[src/rtl/sha256_round_ctrl.sv]
// sha256_round_ctrl
//   Control FSM for a SHA-256 compression datapath. Accepts 512-bit message
//   blocks via a valid/ready handshake, sequences the working-variable load,
//   ROUNDS compression rounds, the digest update and multi-block chaining,
//   and drives the round index into the K_t constant ROM.
//
// Ports
//   clk, rst            : rising-edge clock, synchronous active-high reset
//   blk_valid/ready     : block handshake (blk_first/blk_last qualify valid)
//   round_cnt           : round index to the K_t ROM (0 outside ROUND)
//   ld_msg/ld_init/ld_chain, rnd_en, w_sel, digest_upd : datapath strobes
//   digest_valid/ready  : digest handshake
//   busy                : controller not idle
//   seq_err             : one-cycle pulse on a first/chain mismatch
//   blk_cnt             : blocks compressed in the current message
//
// Handshakes: a transfer happens on a rising edge where valid and ready are
// both 1. The source holds its data (and valid) until that edge; valid while
// ready is low has no effect.
module sha256_round_ctrl #(
  parameter int ROUNDS = 64,
  parameter int BCNT_W = 16
) (
  input  logic              clk,
  input  logic              rst,
  input  logic              blk_valid,
  input  logic              blk_first,
  input  logic              blk_last,
  output logic              blk_ready,
  output logic [5:0]        round_cnt,
  output logic              ld_msg,
  output logic              ld_init,
  output logic              ld_chain,
  output logic              rnd_en,
  output logic              w_sel,
  output logic              digest_upd,
  output logic              digest_valid,
  input  logic              digest_ready,
  output logic              busy,
  output logic              seq_err,
  output logic [BCNT_W-1:0] blk_cnt
);

  typedef enum logic [2:0] {
    S_IDLE   = 3'd0,
    S_LOAD   = 3'd1,
    S_ROUND  = 3'd2,
    S_UPDATE = 3'd3,
    S_OUT    = 3'd4
  } state_t;

  localparam logic [5:0] LAST_RND = 6'(ROUNDS - 1);

  state_t state;
  state_t state_nxt;

  logic first_r;     // block is loaded from H0..H7 rather than chained
  logic last_r;      // block closes the message
  logic err_r;       // first flag disagreed with the chain state at accept
  logic chain_open;  // a message is in progress between blocks
  logic accept;

  assign accept = blk_valid & blk_ready;

  // State register
  always_ff @(posedge clk) begin
    if (rst) state <= S_IDLE;
    else     state <= state_nxt;
  end

  // Next-state logic
  always_comb begin
    state_nxt = state;
    case (state)
      S_IDLE:   if (accept) state_nxt = S_LOAD;
      S_LOAD:   state_nxt = S_ROUND;
      S_ROUND:  if (round_cnt == LAST_RND) state_nxt = S_UPDATE;
      S_UPDATE: state_nxt = last_r ? S_OUT : S_IDLE;
      S_OUT:    if (digest_ready) state_nxt = S_IDLE;
      default:  state_nxt = S_IDLE;
    endcase
  end

  // Block flags, round counter, block counter and chain state
  always_ff @(posedge clk) begin
    if (rst) begin
      first_r    <= 1'b0;
      last_r     <= 1'b0;
      err_r      <= 1'b0;
      chain_open <= 1'b0;
      round_cnt  <= 6'd0;
      blk_cnt    <= '0;
    end else begin
      if (accept) begin
        // With no open chain, every block is treated as a first block.
        first_r <= blk_first | ~chain_open;
        last_r  <= blk_last;
        // Error when first=0 with no chain, or first=1 over an open chain.
        err_r   <= (blk_first == chain_open);
      end
      case (state)
        S_LOAD: begin
          round_cnt <= 6'd0;
          if (first_r) blk_cnt <= '0;
        end
        S_ROUND: begin
          if (round_cnt == LAST_RND) round_cnt <= 6'd0;
          else                       round_cnt <= round_cnt + 6'd1;
        end
        S_UPDATE: begin
          round_cnt  <= 6'd0;
          blk_cnt    <= blk_cnt + BCNT_W'(1);
          chain_open <= ~last_r;
        end
        default: round_cnt <= 6'd0;
      endcase
    end
  end

  // Output logic
  always_comb begin
    blk_ready    = 1'b0;
    ld_msg       = 1'b0;
    ld_init      = 1'b0;
    ld_chain     = 1'b0;
    rnd_en       = 1'b0;
    w_sel        = 1'b0;
    digest_upd   = 1'b0;
    digest_valid = 1'b0;
    seq_err      = 1'b0;
    busy         = 1'b1;
    case (state)
      S_IDLE: begin
        blk_ready = 1'b1;
        busy      = 1'b0;
      end
      S_LOAD: begin
        ld_msg   = 1'b1;
        ld_init  = first_r;
        ld_chain = ~first_r;
        seq_err  = err_r;
      end
      S_ROUND: begin
        rnd_en = 1'b1;
        // Rounds 0..15 use the block words directly; later rounds use the
        // schedule recurrence.
        w_sel  = (round_cnt >= 6'd16);
      end
      S_UPDATE: digest_upd   = 1'b1;
      S_OUT:    digest_valid = 1'b1;
      default:  busy         = 1'b1;
    endcase
  end

endmodule

[config.mk]
export PLATFORM = sky130hd
export DESIGN_NAME = sha256_round_ctrl
export DESIGN_NICKNAME = d
export VERILOG_FILES = /design/src/rtl/sha256_round_ctrl.sv
export SDC_FILE = /design/constraint.sdc
export NUM_CORES = 1
export LEC_CHECK = 0
export BUFFER_PORTS_ARGS = -buffer_cell sky130_fd_sc_hd__buf_2
export CAP_MARGIN = 30
export CORE_ASPECT_RATIO = 0.8
export CORE_MARGIN = 5
export CORE_UTILIZATION = 40
export DETAILED_ROUTE_END_ITERATION = 10
export GPL_ROUTABILITY_DRIVEN = 0
export PLACE_DENSITY = 0.73
export SKIP_CTS_REPAIR_TIMING = 1
export SYNTH_ARGS = -nofsm -noshare
export SYNTH_HDL_FRONTEND = slang
export SYNTH_SLANG_ARGS = --single-unit
[constraint.sdc]
create_clock -name clk -period 4.2 [get_ports clk]
set_input_delay 0.84 -clock clk [delete_from_list [all_inputs] [get_ports clk]]
set_output_delay 0.84 -clock clk [all_outputs]
set_load 0.005 [all_outputs]
---- Word-level counts from Yosys, hierarchy flattened ----
Index checks and enable logic that the tools add are counted.
operators by class
  add/subtract/negate cells ............... 2
  magnitude comparators ................... 1
  equal/unequal tests ..................... 10
  mux-type cells .......................... 17
  bitwise gates (word level) .............. 6
  reductions and logical operators ........ 5
operator list
  cell                                                                                 number
  16-bit one-hot mux with 2 select lines                                               1
  16-bit by 1-bit adder with 16-bit output, second input constant                      1
  16-bit two-way mux                                                                   1
  3-bit one-hot mux with 5 select lines                                                1
  3-bit two-way mux                                                                    4
  1-bit two-way mux                                                                    10
  2-bit inequality test, second input constant                                         4
  6-bit by 1-bit adder with 6-bit output, second input constant                        1
  3-bit by 2-bit == test with 1-bit output, second input constant                      2
  6-bit == test, second input constant                                                 1
  6-bit by 5-bit greater-or-equal comparator with 1-bit output, second input constant  1
  1-bit inverter                                                                       4
  3-bit by 1-bit == test with 1-bit output, second input constant                      1
  3-bit == test, second input constant                                                 1
  3-bit zero test                                                                      1
  3-bit AND reduction                                                                  1
  3-bit OR reduction                                                                   1
  2-bit AND reduction                                                                  1
  2-bit nonzero test                                                                   1
  1-bit AND                                                                            1
  1-bit == test                                                                        1
  1-bit bitwise OR                                                                     1
storage, ports and cells
  register bits after elaboration ......... 29
  input bits .............................. 6
  output and inout port bits .............. 32
  logic and storage cells ................. 48

---- Logic depth before layout (Yosys ltp) ----
  word-level depth ........................ 5
  gate-level depth with buffers ........... 7
  gate-level depth less buffers ........... 5

---- Least setup slack after synthesis ----
No wires, ideal clock.
  path kind ............................... register to output
  from .................................... register state[1]
  to ...................................... output w_sel
  arrival time ............................ 1.048 ns
  data required time ...................... 3.360 ns
  setup slack ............................. 2.312 ns
  cell stages (with the launch flop) ...... 4
  buffers on the path ..................... 1
  cell sequence ........................... dfxtp_1 -> buf_4 -> nor3b_1 -> o21a_1
on the way
  cells in the longest elaborated chain, start to end .. 2
RTL lines
  item                                      RTL line  text
  start: declaration                        54        state_t state;
  start signal: assignment                  68        else state <= state_nxt;
  3-bit by 2-bit == test with 1-bit output  132       case (state)
  1-bit two-way mux                         132
  end: declaration                          35        output logic w_sel,
No other way between the ends.

---- Worst setup path in the final report ----
  from .................................... register state[1]
  to ...................................... output digest_upd
on the way
  cells in the longest elaborated chain, start to end .. 2
RTL lines
  item                                      RTL line  text
  3-bit by 2-bit == test with 1-bit output  132
  1-bit two-way mux                         132
  end: declaration                          36        output logic digest_upd,
No other way between the ends.

==> impl_results.html <==
<table>
<tr><th>Metric</th><th>Value</th></tr>
<tr><th colspan="2">Floorplanning</th></tr>
<tr><td>Die ar.</td><td>~5000 um^2</td></tr>
<tr><td>Area inside the core boundary</td><td>3423 um^2</td></tr>
<tr><td>Die Height</td><td>63.39 um</td></tr>
<tr><td>Cell row count</td><td>19</td></tr>
<tr><td>Initial cell density of the core</td><td>a little over two fifths</td></tr>
<tr><td>Number of top-level design ports</td><td>38</td></tr>
<tr><td>Die Span X</td><td>between 70 and 80 um</td></tr>
<tr><th colspan="2">Synthesis</th></tr>
<tr><td>Number of synthesized register bits</td><td>29</td></tr>
<tr><td>Ys Warns</td><td>0</td></tr>
<tr><td>Synth Net Count</td><td>175</td></tr>
<tr><td>Sequential share of the synthesized area</td><td>roughly 41%</td></tr>
<tr><td>Library cells used by synthesis</td><td>39</td></tr>
<tr><td>Synthesized area divided by synthesized cell count</td><td>around 8.6 um^2</td></tr>
<tr><td>Synthesized area</td><td>around 1400 um^2</td></tr>
<tr><td>Count of mapped cells out of synthesis</td><td>around 170</td></tr>
<tr><th colspan="2">Timing</th></tr>
<tr><td>Unrepaired setup endpoints after global routing</td><td>false</td></tr>
<tr><td>Final worst slack</td><td>between 1.5 and 2 ns</td></tr>
<tr><td>Max-Slew Margin vs Limit</td><td>roughly three fifths</td></tr>
<tr><td>Endpoints failing hold</td><td>0</td></tr>
<tr><td>Worst Hold Margin</td><td>between 0.4 and 0.5 ns</td></tr>
<tr><td>Fmax</td><td>between 400 and 500 MHz</td></tr>
<tr><td>Worst Skew</td><td>between 0.004 and 0.005 ns</td></tr>
<tr><td>Final critical-path share of the clock period</td><td>roughly 59%</td></tr>
<tr><td>Final Slew Violations</td><td>0</td></tr>
<tr><td>Final-layout setup total negative slack</td><td>0 ns</td></tr>
<tr><td>Finish-stage setup viols</td><td>0</td></tr>
<tr><td>Minimum period implied by the final worst setup slack</td><td>~2.5 ns</td></tr>
<tr><td>Tightest Pin Transition</td><td>about 0.57 ns</td></tr>
<tr><th colspan="2">Placed design</th></tr>
<tr><td>Worst slack at placement</td><td>2.000 ns</td></tr>
<tr><td>Number of port buffers</td><td>37</td></tr>
<tr><td>Sum of net half-perimeters after detailed placement</td><td>around 2300 um</td></tr>
<tr><th colspan="2">Power and ir drop</th></tr>
<tr><td>Max VDD drop</td><td>~170 uV</td></tr>
<tr><td>P_leak</td><td>about 0.74 nW</td></tr>
<tr><td>Design Power</td><td>0.5561 mW</td></tr>
<tr><td>Areal power density over the cells</td><td>326.6 nW/um^2</td></tr>
<tr><th colspan="2">Global route</th></tr>
<tr><td>Via count of the first global-routing pass</td><td>around 1200</td></tr>
<tr><td>Wire length of the first global-routing pass</td><td>5437 um</td></tr>
<tr><td>Maximum number of pins on one net before global-route repair</td><td>27</td></tr>
<tr><td>Number of antenna violations at the first check in global routing</td><td>0</td></tr>
<tr><td>Total routing usage reported by global routing</td><td>~14%</td></tr>
<tr><td>Overflow left after global routing</td><td>0</td></tr>
<tr><th colspan="2">Worst hold path</th></tr>
<tr><td>HP Start</td><td>last_r</td></tr>
<tr><td>WHS Path Cells</td><td>1</td></tr>
<tr><td>Terminating pin of the worst hold path</td><td>chain_open</td></tr>
<tr><td>Worst min-delay path class</td><td>reg2reg</td></tr>
<tr><th colspan="2">Layout</th></tr>
<tr><td>Area Growth Syn to Fin</td><td>19.49%</td></tr>
<tr><td>Number of nets in the finished design</td><td>211</td></tr>
<tr><td>Commonest cells after routing, fill and taps aside</td><td>sky130_fd_sc_hd__buf_2, sky130_fd_sc_hd__dfxtp_1, sky130_fd_sc_hd__nor2_1</td></tr>
<tr><td>Area taken by multi-input logic gates</td><td>between 700 and 800 um^2</td></tr>
<tr><td>Combined flip-flop and latch cell area</td><td>580.6 um^2</td></tr>
<tr><td>Number of diodes added for antenna fixing</td><td>0</td></tr>
<tr><td>Layout cell share with drive strength beyond 1</td><td>25.25%</td></tr>
<tr><td>Number of fill cells in the layout</td><td>between 300 and 400</td></tr>
<tr><td>Most common cell after layout, fill and taps aside</td><td>sky130_fd_sc_hd__buf_2</td></tr>
<tr><th colspan="2">Setup path</th></tr>
<tr><td>R2r endpoint</td><td>blk_cnt[14]</td></tr>
<tr><td>Worst Setup End Kind</td><td>output port</td></tr>
<tr><td>Worst EP arrival</td><td>roughly 1.7 ns</td></tr>
<tr><td>R2R depth</td><td>5</td></tr>
<tr><td>Slack of the worst reg-to-reg path</td><td>roughly 2.1 ns</td></tr>
<tr><td>Crit path required time</td><td>3.36 ns</td></tr>
<tr><td>CP Max Fanout</td><td>12</td></tr>
<tr><td>Startpoint class of the critical path</td><td>register</td></tr>
<tr><td>Type of the worst setup path</td><td>reg2out</td></tr>
<tr><td>Worst R2R Start</td><td>blk_cnt[0]</td></tr>
<tr><th colspan="2">Clocking</th></tr>
<tr><td>Clk pin slew, worst setup/hold paths</td><td>around 0.06 ns</td></tr>
<tr><td>H-tree Lvls</td><td>2</td></tr>
<tr><td>CTS tree</td><td>built</td></tr>
<tr><td>Cell chosen for the clock root</td><td>sky130_fd_sc_hd__clkbuf_8</td></tr>
<tr><td>Number of sinks on the clock net</td><td>29</td></tr>
<tr><td>CTS buffer count</td><td>5</td></tr>
<tr><td>Buffers from clock root to sink, at most</td><td>2</td></tr>
<tr><td>Clock latency reported for the late side of the worst-skew pair</td><td>0.28 ns</td></tr>
<tr><th colspan="2">Routing</th></tr>
<tr><td>Post-detailed-route via-to-cell ratio</td><td>5.279</td></tr>
<tr><td>Mean routed wirelength per cell</td><td>about 13 um</td></tr>
<tr><td>First-pass iteration count of the detailed router</td><td>4</td></tr>
<tr><td>ANT nets after route</td><td>0</td></tr>
<tr><td>Overall routed net length</td><td>around 3100 um</td></tr>
<tr><td>Post-route DRC</td><td>0</td></tr>
<tr><td>Total number of vias</td><td>approximately 1300</td></tr>
<tr><td>First-iteration detailed-routing DRC count</td><td>74</td></tr>
<tr><th colspan="2">Outcome</th></tr>
<tr><td>Run status</td><td>complete, no violations</td></tr>
<tr><th colspan="2">Job</th></tr>
<tr><td>MaxCap Viol Count</td><td>0</td></tr>
</table>
==> metal layers <==
layer | track usage, % | share of wire [%]
met2 | 18.22 | 38
met3 | 4.416 | 5.8
met5 | 0 | 0
met1 | 19.30 | 53
met4 | 8.515 | 2.9
==> power breakdown <==
part | internal [mW] | switching (mW)
combinational | 0.0171 | 0.0216
sequential | 0.281 | 0.00910
clock | 0.130 | 0.0980
==> state kept, by name, indices dropped and copies added (netlist names) <==
name	count
last_r	1
round_cnt	6
err_r	1
blk_cnt	16
first_r	1
state	3
chain_open	1
==> cell usage after synthesis <==
| library cell | instances | area, um^2 |
|---|---|---|
| sky130_fd_sc_hd__clkbuf_1 | 4 | 15.01 |
| sky130_fd_sc_hd__or2_2 | 1 | 6.260 |
| sky130_fd_sc_hd__nand3b_1 | 4 | 30.03 |
| sky130_fd_sc_hd__buf_2 | 1 | 5.000 |
| sky130_fd_sc_hd__nand2b_1 | 3 | 18.77 |
| sky130_fd_sc_hd__or3_1 | 4 | 25.02 |
| sky130_fd_sc_hd__ha_1 | 3 | 37.54 |
| sky130_fd_sc_hd__a31o_2 | 1 | 8.760 |
| sky130_fd_sc_hd__nor2b_1 | 1 | 6.260 |
| sky130_fd_sc_hd__mux2_2 | 4 | 45.04 |
| sky130_fd_sc_hd__nor2_1 | 23 | 86.33 |
| sky130_fd_sc_hd__o21ai_0 | 6 | 30.03 |
| sky130_fd_sc_hd__a22oi_1 | 2 | 15.01 |
| sky130_fd_sc_hd__or3_4 | 1 | 11.26 |
| sky130_fd_sc_hd__o211ai_1 | 2 | 15.01 |
| sky130_fd_sc_hd__nor3_1 | 5 | 25.02 |
| sky130_fd_sc_hd__nor3b_1 | 5 | 37.54 |
| sky130_fd_sc_hd__a311oi_1 | 2 | 17.52 |
| sky130_fd_sc_hd__o21a_1 | 1 | 7.510 |
| sky130_fd_sc_hd__inv_1 | 7 | 26.28 |
| sky130_fd_sc_hd__nand4_1 | 4 | 25.02 |
| sky130_fd_sc_hd__a21o_1 | 1 | 7.510 |
| sky130_fd_sc_hd__xor2_1 | 2 | 17.52 |
| sky130_fd_sc_hd__and2_1 | 4 | 25.02 |
| sky130_fd_sc_hd__a41oi_1 | 1 | 8.760 |
| sky130_fd_sc_hd__nand4bb_1 | 1 | 11.26 |
| sky130_fd_sc_hd__nand3_1 | 6 | 30.03 |
| sky130_fd_sc_hd__a211oi_1 | 3 | 22.52 |
| sky130_fd_sc_hd__mux2i_1 | 3 | 30.03 |
| sky130_fd_sc_hd__nand4b_1 | 1 | 8.760 |
| sky130_fd_sc_hd__nand2_1 | 9 | 33.78 |
| sky130_fd_sc_hd__dfxtp_1 | 29 | 580.6 |
| sky130_fd_sc_hd__xnor2_1 | 2 | 17.52 |
| sky130_fd_sc_hd__buf_6 | 1 | 11.26 |
| sky130_fd_sc_hd__a21oi_1 | 10 | 50.05 |
| sky130_fd_sc_hd__and3_1 | 1 | 6.260 |
| sky130_fd_sc_hd__nand4b_4 | 1 | 23.77 |
| sky130_fd_sc_hd__nor4_1 | 5 | 31.28 |
| sky130_fd_sc_hd__buf_4 | 2 | 15.01 |
==> cells by family after synthesis <==
group	after synthesis	synth area share, %
AND/OR/NAND/NOR	79	30.99
flip-flops	29	40.74
multiplexers	7	5.268
buffers and inverters	15	5.092
AO/OA/AOI/OAI	29	12.82
adder cells (fa/ha/maj)	3	2.634
XOR/XNOR	4	2.459
==> layout make-up <==
type | instances | area share (%)
clock buffer | 7 | 5.070
sequential | 29 | 34.09
timing repair buffer | 37 | 10.87
tap | 42 | 3.086
inverter | 7 | 1.543
multi-input combinational | 122 | 45.33
==> worst max path at each step <==
stage,startpoint,end,slack (ns),depth (start not counted)
final,state[1],digest_upd,1.71,3
after global routing,state[1],digest_upd,1.54,3
after CTS,state[1],digest_upd,1.69,3
after detailed placement,state[1],digest_upd,2.00,3
after global placement,state[1],digest_upd,2.05,3
after floorplan,state[1],w_sel,2.31,3
==> metrics by stage <==
step,cell area (um^2),utilization (%),std cells
after floorplan,1425,-,166
after global placement,1617,47.22,237
after detailed placement,1617,47.22,237
after CTS,1703,49.74,244
after global routing,1703,49.74,244
final,1703,49.74,244
==> critical path, cell delays in order (launching register included) <==
cell                       delay, ns
sky130_fd_sc_hd__dfxtp_1        0.57
sky130_fd_sc_hd__nand3b_1       0.28
sky130_fd_sc_hd__inv_1          0.34
sky130_fd_sc_hd__buf_2          0.18
Note: power is estimated with default switching activity, not from simulation.
